`config.mk`:
```
export PLATFORM = sky130hd
export DESIGN_NAME = hsid_x_reg_master
export DESIGN_NICKNAME = d
export VERILOG_FILES = /design/src/rtl/hsid_x_reg_master.sv
export SDC_FILE = /design/constraint.sdc
export NUM_CORES = 1
export LEC_CHECK = 0
export CELL_PAD_IN_SITES_DETAIL_PLACEMENT = 1
export CELL_PAD_IN_SITES_GLOBAL_PLACEMENT = 2
export CORE_MARGIN = 5
export CORE_UTILIZATION = 27
export DETAILED_ROUTE_END_ITERATION = 6
export PLACE_DENSITY = 0.91
export SLEW_MARGIN = 20
export SYNTH_ARGS = -nofsm -noshare
export SYNTH_HDL_FRONTEND = slang
export SYNTH_SLANG_ARGS = --single-unit
```
`constraint.sdc`:
```
create_clock -name clk -period 2.96 [get_ports clk]
set_clock_uncertainty 0.2 [all_clocks]
set_input_delay 0.592 -clock clk [delete_from_list [all_inputs] [get_ports clk]]
set_output_delay 0.592 -clock clk [all_outputs]
set_load 0.02 [all_outputs]
```
`src/rtl/hsid_x_reg_master.sv`:
```
`default_nettype none
// ============================================================================
// Module   : hsid_x_reg_master (with package hsid_x_reg_pkg)
// Brief    : Drives one HSpecID-X job over the register bus: programs the
//            job registers, starts it, polls STATUS and reads back MSE results.
// Options  : define HSID_X_REG_MASTER_TIMEOUT_EN to abort after 1024 polls.
// Revision : 1.0 - initial release
// ============================================================================

package hsid_x_reg_pkg;
    localparam int unsigned HSID_WORD_WIDTH        = 32;
    localparam int unsigned HSID_HSP_BANDS_WIDTH   = 12;
    localparam int unsigned HSID_HSP_LIBRARY_WIDTH = 16;

    typedef struct packed {
        logic [HSID_WORD_WIDTH-1:0]   addr;
        logic                         write;
        logic [HSID_WORD_WIDTH-1:0]   wdata;
        logic [HSID_WORD_WIDTH/8-1:0] wstrb;
        logic                         valid;
    } reg_req_t;

    typedef struct packed {
        logic [HSID_WORD_WIDTH-1:0] rdata;
        logic                       error;
        logic                       ready;
    } reg_rsp_t;
endpackage

module hsid_x_reg_master
    import hsid_x_reg_pkg::*;
#(
    parameter int unsigned          WORD_WIDTH        = HSID_WORD_WIDTH,
    parameter int unsigned          HSP_BANDS_WIDTH   = HSID_HSP_BANDS_WIDTH,
    parameter int unsigned          HSP_LIBRARY_WIDTH = HSID_HSP_LIBRARY_WIDTH,
    parameter logic [WORD_WIDTH-1:0] BASE_ADDR        = '0,
    parameter int unsigned          POLL_INTERVAL     = 16
) (
    input  logic                         clk,
    input  logic                         rst,
    input  logic                         cmd_valid,
    output logic                         cmd_ready,
    input  logic [HSP_LIBRARY_WIDTH-1:0] cmd_library_size,
    input  logic [HSP_BANDS_WIDTH-1:0]   cmd_pixel_bands,
    input  logic [WORD_WIDTH-1:0]        cmd_captured_addr,
    input  logic [WORD_WIDTH-1:0]        cmd_library_addr,
    output reg_req_t                     reg_req,
    input  reg_rsp_t                     reg_rsp,
    output logic                         res_valid,
    input  logic                         res_ready,
    output logic [2:0]                   res_status,
    output logic                         res_bus_error,
    output logic [HSP_LIBRARY_WIDTH-1:0] res_min_ref,
    output logic [HSP_LIBRARY_WIDTH-1:0] res_max_ref,
    output logic [WORD_WIDTH-1:0]        res_min_value,
    output logic [WORD_WIDTH-1:0]        res_max_value
);

    localparam logic [7:0] c_OFF_STATUS  = 8'h00;
    localparam logic [7:0] c_OFF_SIZE    = 8'h04;
    localparam logic [7:0] c_OFF_BANDS   = 8'h08;
    localparam logic [7:0] c_OFF_CAP     = 8'h0C;
    localparam logic [7:0] c_OFF_LIB     = 8'h10;
    localparam logic [7:0] c_OFF_MINREF  = 8'h14;
    localparam logic [7:0] c_OFF_MINVAL  = 8'h18;
    localparam logic [7:0] c_OFF_MAXREF  = 8'h1C;
    localparam logic [7:0] c_OFF_MAXVAL  = 8'h20;
    localparam int unsigned c_WCW        = $clog2(POLL_INTERVAL) + 1;
    localparam logic [c_WCW-1:0] c_WAIT_LAST = c_WCW'(POLL_INTERVAL - 1);

    typedef enum logic [3:0] {
        S_IDLE, S_WR_SIZE, S_WR_BANDS, S_WR_CAP, S_WR_LIB, S_WR_START,
        S_WAIT, S_POLL, S_RD_MINREF, S_RD_MINVAL, S_RD_MAXREF, S_RD_MAXVAL,
        S_RESP, S_WR_CLEAR
    } state_e;

    state_e                         state_q;
    reg_req_t                       req_q;
    logic                           cmd_ready_q;
    logic [HSP_LIBRARY_WIDTH-1:0]   size_q;
    logic [HSP_BANDS_WIDTH-1:0]     bands_q;
    logic [WORD_WIDTH-1:0]          cap_q;
    logic [WORD_WIDTH-1:0]          lib_q;
    logic [c_WCW-1:0]               wait_cnt_q;
    logic                           res_valid_q;
    logic [2:0]                     res_status_q;
    logic                           res_bus_error_q;
    logic [HSP_LIBRARY_WIDTH-1:0]   res_min_ref_q;
    logic [HSP_LIBRARY_WIDTH-1:0]   res_max_ref_q;
    logic [WORD_WIDTH-1:0]          res_min_value_q;
    logic [WORD_WIDTH-1:0]          res_max_value_q;
`ifdef HSID_X_REG_MASTER_TIMEOUT_EN
    logic [9:0]                     poll_cnt_q;
`endif

    function automatic reg_req_t bus_op(input logic [7:0] off, input logic wr,
                                        input logic [WORD_WIDTH-1:0] data);
        bus_op       = '0;
        bus_op.addr  = BASE_ADDR + WORD_WIDTH'(off);
        bus_op.write = wr;
        bus_op.wdata = wr ? data : '0;
        bus_op.wstrb = '1;
        bus_op.valid = 1'b1;
    endfunction

    always_ff @(posedge clk) begin
        if (rst) begin
            state_q         <= S_IDLE;
            req_q           <= '0;
            cmd_ready_q     <= 1'b1;
            size_q          <= '0;
            bands_q         <= '0;
            cap_q           <= '0;
            lib_q           <= '0;
            wait_cnt_q      <= '0;
            res_valid_q     <= 1'b0;
            res_status_q    <= '0;
            res_bus_error_q <= 1'b0;
            res_min_ref_q   <= '0;
            res_max_ref_q   <= '0;
            res_min_value_q <= '0;
            res_max_value_q <= '0;
`ifdef HSID_X_REG_MASTER_TIMEOUT_EN
            poll_cnt_q      <= '0;
`endif
        end else if (req_q.valid && reg_rsp.ready && reg_rsp.error) begin
            // Any failed transaction ends the job; nothing further is issued.
            req_q           <= '0;
            res_bus_error_q <= 1'b1;
            res_valid_q     <= 1'b1;
            state_q         <= S_RESP;
        end else begin
            case (state_q)
                S_IDLE: if (cmd_valid && cmd_ready_q) begin
                    size_q          <= cmd_library_size;
                    bands_q         <= cmd_pixel_bands;
                    cap_q           <= cmd_captured_addr;
                    lib_q           <= cmd_library_addr;
                    cmd_ready_q     <= 1'b0;
                    res_status_q    <= '0;
                    res_bus_error_q <= 1'b0;
                    res_min_ref_q   <= '0;
                    res_max_ref_q   <= '0;
                    res_min_value_q <= '0;
                    res_max_value_q <= '0;
`ifdef HSID_X_REG_MASTER_TIMEOUT_EN
                    poll_cnt_q      <= '0;
`endif
                    req_q   <= bus_op(c_OFF_SIZE, 1'b1, WORD_WIDTH'(cmd_library_size));
                    state_q <= S_WR_SIZE;
                end
                S_WR_SIZE: if (reg_rsp.ready) begin
                    req_q   <= bus_op(c_OFF_BANDS, 1'b1, WORD_WIDTH'(bands_q));
                    state_q <= S_WR_BANDS;
                end
                S_WR_BANDS: if (reg_rsp.ready) begin
                    req_q   <= bus_op(c_OFF_CAP, 1'b1, cap_q);
                    state_q <= S_WR_CAP;
                end
                S_WR_CAP: if (reg_rsp.ready) begin
                    req_q   <= bus_op(c_OFF_LIB, 1'b1, lib_q);
                    state_q <= S_WR_LIB;
                end
                S_WR_LIB: if (reg_rsp.ready) begin
                    req_q   <= bus_op(c_OFF_STATUS, 1'b1, WORD_WIDTH'(1));
                    state_q <= S_WR_START;
                end
                S_WR_START: if (reg_rsp.ready) begin
                    req_q      <= '0;
                    wait_cnt_q <= '0;
                    state_q    <= S_WAIT;
                end
                S_WAIT: begin
                    if (wait_cnt_q == c_WAIT_LAST) begin
                        wait_cnt_q <= '0;
                        req_q      <= bus_op(c_OFF_STATUS, 1'b0, '0);
                        state_q    <= S_POLL;
                    end else begin
                        wait_cnt_q <= wait_cnt_q + 1'b1;
                    end
                end
                S_POLL: if (reg_rsp.ready) begin
                    // Bits 6:4 are cancelled/error/done; any of them ends the job.
                    if (|reg_rsp.rdata[6:4]) begin
                        res_status_q <= reg_rsp.rdata[6:4];
                        req_q        <= bus_op(c_OFF_MINREF, 1'b0, '0);
                        state_q      <= S_RD_MINREF;
`ifdef HSID_X_REG_MASTER_TIMEOUT_EN
                    end else if (poll_cnt_q == 10'd1023) begin
                        req_q   <= bus_op(c_OFF_STATUS, 1'b1, WORD_WIDTH'(2));
                        state_q <= S_WR_CLEAR;
                    end else begin
                        poll_cnt_q <= poll_cnt_q + 1'b1;
                        req_q      <= '0;
                        state_q    <= S_WAIT;
`else
                    end else begin
                        req_q   <= '0;
                        state_q <= S_WAIT;
`endif
                    end
                end
                S_RD_MINREF: if (reg_rsp.ready) begin
                    res_min_ref_q <= reg_rsp.rdata[HSP_LIBRARY_WIDTH-1:0];
                    req_q         <= bus_op(c_OFF_MINVAL, 1'b0, '0);
                    state_q       <= S_RD_MINVAL;
                end
                S_RD_MINVAL: if (reg_rsp.ready) begin
                    res_min_value_q <= reg_rsp.rdata;
                    req_q           <= bus_op(c_OFF_MAXREF, 1'b0, '0);
                    state_q         <= S_RD_MAXREF;
                end
                S_RD_MAXREF: if (reg_rsp.ready) begin
                    res_max_ref_q <= reg_rsp.rdata[HSP_LIBRARY_WIDTH-1:0];
                    req_q         <= bus_op(c_OFF_MAXVAL, 1'b0, '0);
                    state_q       <= S_RD_MAXVAL;
                end
                S_RD_MAXVAL: if (reg_rsp.ready) begin
                    res_max_value_q <= reg_rsp.rdata;
                    req_q           <= '0;
                    res_valid_q     <= 1'b1;
                    state_q         <= S_RESP;
                end
                S_WR_CLEAR: if (reg_rsp.ready) begin
                    req_q           <= '0;
                    res_bus_error_q <= 1'b1;
                    res_valid_q     <= 1'b1;
                    state_q         <= S_RESP;
                end
                S_RESP: if (res_ready) begin
                    res_valid_q <= 1'b0;
                    cmd_ready_q <= 1'b1;
                    state_q     <= S_IDLE;
                end
                default: begin
                    req_q       <= '0;
                    cmd_ready_q <= 1'b1;
                    state_q     <= S_IDLE;
                end
            endcase
        end
    end

    assign cmd_ready     = cmd_ready_q;
    assign reg_req       = req_q;
    assign res_valid     = res_valid_q;
    assign res_status    = res_status_q;
    assign res_bus_error = res_bus_error_q;
    assign res_min_ref   = res_min_ref_q;
    assign res_max_ref   = res_max_ref_q;
    assign res_min_value = res_min_value_q;
    assign res_max_value = res_max_value_q;

endmodule

`default_nettype wire

```
==> impl_metrics.yaml <==
grt:
  globalRouteTotalUtil_pct: 16.21
  grt_pass1_vias: 9189
  grt_max_degree: 97
  grt_overflow: 0
  antenna_found_initial: 5
  grt_pass1_wl_um: 51760
layout:
  layout.nets: 1519
  fin_area_mm2: 0.01376
  num_antenna_cells: 0
  synthToLayoutAreaGrowth_pct: 42.10
  n_fill_cell: 4161
  utilization_pct: 38.77
  fin_cells: 1870
  drive_above_1_share_pct: 7.523
place:
  dpl.cell_count: 1820
  gp_congestion: 0.7979
  dpl_cell_area_mm2: 0.01283
  dpl.hpwl_um: 23820
  io_buffers: 273
  dp_slack_ns: 0.1082
worst_setup_path:
  crit_type: "reg -> reg"
  start_kind: "flip-flop"
  worstReg2RegEnd: "res_max_value[22]$_SDFFE_PP0P_"
  crit_buf_inv: 2
  cp_top_family: "simple AND/OR/NAND/NOR gates"
  r2r_start: "state_q[0]$_SDFFE_PP0P_"
  cp.arrival_ns: 2.78
  crit_slowest_cell: "or4_4"
  cp.required_ns: 3.15
  r2r_slack_ns: 0.37
  critical-path-max-stage-delay_ns: 0.61
  reg2reg_depth: 7
  critPathMaxFanout: 14
  crit_path_cell_trace: "buf_4 > or4_4 > and3_1 > o21ai_4 > buf_12 > mux2i_1 > nor2_1"
  endpoint_kind: "flip-flop"
routing:
  drt_first_iter_violations: 419
  wl_per_cell_um: 18.24
  routed_wl_um: 34110
  vias_per_cell: 4.808
  drc: 0
  vias: 8991
  dr.pass1.iters: 6
  ant_nets: 0
synthesis:
  ys_warn_count: 0
  syn_inst: 1146
  synth-seq-area-share_pct: 46.53
  synth.avg_cell_area_um2: 8.447
  synthDistinctLibCells: 61
  synth-seq-cells: 225
  synth-edff-count: 0
  synth-async-reset-ratio_pct: 0
  synth_top_area_cell: "dfxtp_1"
  netlist_area_mm2: 0.009681
  synth_flop_cell: "dfxtp_1"
  yosys-top-cells-area: "dfxtp_1 47%, nand2_1 8.1%, mux2i_1 7.2%"
  netlist.area_leader.share_pct: 46.53
power:
  p_sw_share_pct: 35.80
  share_comb_of_total_power_pct: 36.5
  p_leak_nw: 5.255
  p_switching_mw: 4.068
  pwr-share-seq_pct: 33.3
  peakVddDrop_v: 0.0004198
  power_density_mw_per_mm2: 825.9
  clockPowerShare_pct: 30.2
  finalPower_mw: 11.36
  internal_power_mw: 7.293
hold_path:
  hold_depth: 2
  hold_path.class: "reg -> reg"
  min_from: "res_max_ref[8]$_SDFFE_PP0P_"
  min_to: "res_max_ref[8]$_SDFFE_PP0P_"
floorplan:
  ioPinCount: 302
  initial_core_util_pct: 27.28
  core_area_mm2: 0.03548
  chipHeight_um: 199.4
  rows: 69
  die_w_um: 199.4
  dieArea_mm2: 0.03974
clock_tree:
  ctsLongestPathBuffers: 3
  numCtsBuffers: 27
  clock-sinks: 225
  cts_tree: "done"
  cts_setup_buffers: 0
  cts_resized: 0
  hold_buffers: 0
  htreeDepth: 1
  clk-insertion-delay-late_ns: 0.53
  cts_root_buf: "clkbuf_16"
  path_clk_slew_ns: 0.06
outcome:
  status: "complete, no violations"
sta:
  worst_pin_slew_ns: 1.030
  fin_crit_ns: 2.590
  fmaxAchievable_mhz: 386.0
  worst_slack_ns: 0.3695
  rsz0062_at_grt: "false"
  tns_ns: 0
  slew_viol_final: 0
  fin_hold_ws_ns: 0.2523
  setup_violations: 0
  final_hold_viol_count: 0
  fin_crit_sh_pct: 87.52
  relSlewSlack_pct: 31.07
job:
  maxCapViolations: 0
## cell usage after synthesis (all sizes together) (2+ instances only)
cell and n:
nor2b 5, nor2 110, or4 3, and3 5
nand2 208, inv 4, dfxtp 225, a211oi 30
nand3 42, and4b 2, a21o 2, buf 71
nand2b 14, a311oi 4, mux2i 70, a21oi 127
a31oi 5, and4bb 3, or3 3, and2 65
o22ai 3, a22o 10, clkbuf 54, o21ai 12
a22oi 21, a222oi 10, nor3 16
## power groups by stage
stage / Combinational, mW / Sequential [mW] / Clock, mW
global route: 4.51 / 3.84 / 3.66
detailed placement: 4.20 / 3.84 / 0
global placement: 4.12 / 3.83 / 0
CTS: 4.22 / 3.79 / 3.53
floorplan: 2.39 / 4.05 / 0
finish: 4.15 / 3.78 / 3.43
## cell type report
class	instances	area [um^2]	area share [%]
repair buffers	311	3132	22.77
well taps	461	576.8	4.193
inverters	4	15.01	0.1092
flip-flops and latches	225	4504	32.75
multi-input cells	819	4603	33.46
clock buffers	41	798.3	5.803
clock inverters	9	126.4	0.9187
## worst reg2reg max path, cell delays in order (launching register included)
cell     delay [ns]
dfxtp_1        0.32
buf_4          0.17
or4_4          0.61
and3_1         0.23
o21ai_4        0.41
buf_12         0.23
mux2i_1        0.24
nor2_1         0.06
## worst max-delay path by stage
stage / startpoint / end / slack [ns] / cells past startpoint
after floorplan: reg_rsp[0] / cmd_ready$_SDFFE_PP1P_ / 0.67 / 5
after global placement: reg_rsp[0] / cmd_ready$_SDFFE_PP1P_ / 0.15 / 6
after detailed placement: reg_rsp[0] / cmd_ready$_SDFFE_PP1P_ / 0.11 / 6
after CTS: state_q[0]$_SDFFE_PP0P_ / res_max_value[22]$_SDFFE_PP0P_ / 0.34 / 7
after global routing: state_q[0]$_SDFFE_PP0P_ / res_max_value[11]$_SDFFE_PP0P_ / 0.26 / 7
final: state_q[0]$_SDFFE_PP0P_ / res_max_value[22]$_SDFFE_PP0P_ / 0.37 / 7
## flip-flops by register name, summed over array words and instances, names as in the netlist, 5 cells and up
register       cells
res_min_ref       16
res_min_value     32
bands_q           12
cap_q             32
reg_req           38
res_max_value     32
res_max_ref       16
wait_cnt_q         5
lib_q             32
## cell usage in the layout, fill, tap and decap left out, types with 2 or more instances in the layout
master	instances
o21ai_0	10
o22ai_1	2
inv_1	4
and2_1	65
nor2_4	2
buf_4	29
a21oi_2	2
or4_1	2
clkbuf_1	7
and4b_1	2
clkdlybuf4s50_1	272
nand2_1	207
a22oi_1	21
nor3_2	4
buf_12	9
a21oi_1	125
nand3_1	41
a21o_1	2
a222oi_1	10
a311oi_1	4
and4bb_2	2
or3_1	3
conb_1	28
nand2b_1	13
and3_1	5
bufinv_16	3
nor2_1	107
nor2b_1	5
mux2i_1	70
a22o_1	10
a31oi_1	5
clkbuf_8	7
a211oi_1	30
o21ai_4	2
nor3_1	12
dfxtp_1	225
clkbuf_16	27
clkinv_2	4
## metal layers
layer  vias to the layer above  part of all wire, %  global-route usage (%)
li1                       4339                    -                       -
met1                      4342                   42                   19.87
met2                       260                   48                   27.87
met3                        40                  8.9                   5.800
met4                        10                  1.3                   2.843
met5                         -                 0.25                       0
## kinds of logic (layout without fill, tap and decap cells)
| family | after synthesis | in the layout | synth area share (%) |
|---|---|---|---|
| AO/OA/AOI/OAI | 233 | 233 | 15.30 |
| XOR/XNOR | 2 | 2 | 0.1810 |
| adder cells (fa/ha/maj) | 1 | 1 | 0.1292 |
| buffers and inverters | 129 | 365 | 7.251 |
| flip-flops | 225 | 225 | 46.53 |
| multiplexers | 70 | 70 | 7.238 |
| other | 1 | 28 | 0.03874 |
| AND/OR/NAND/NOR | 485 | 485 | 23.33 |
Power figures use the tool's default switching activity.
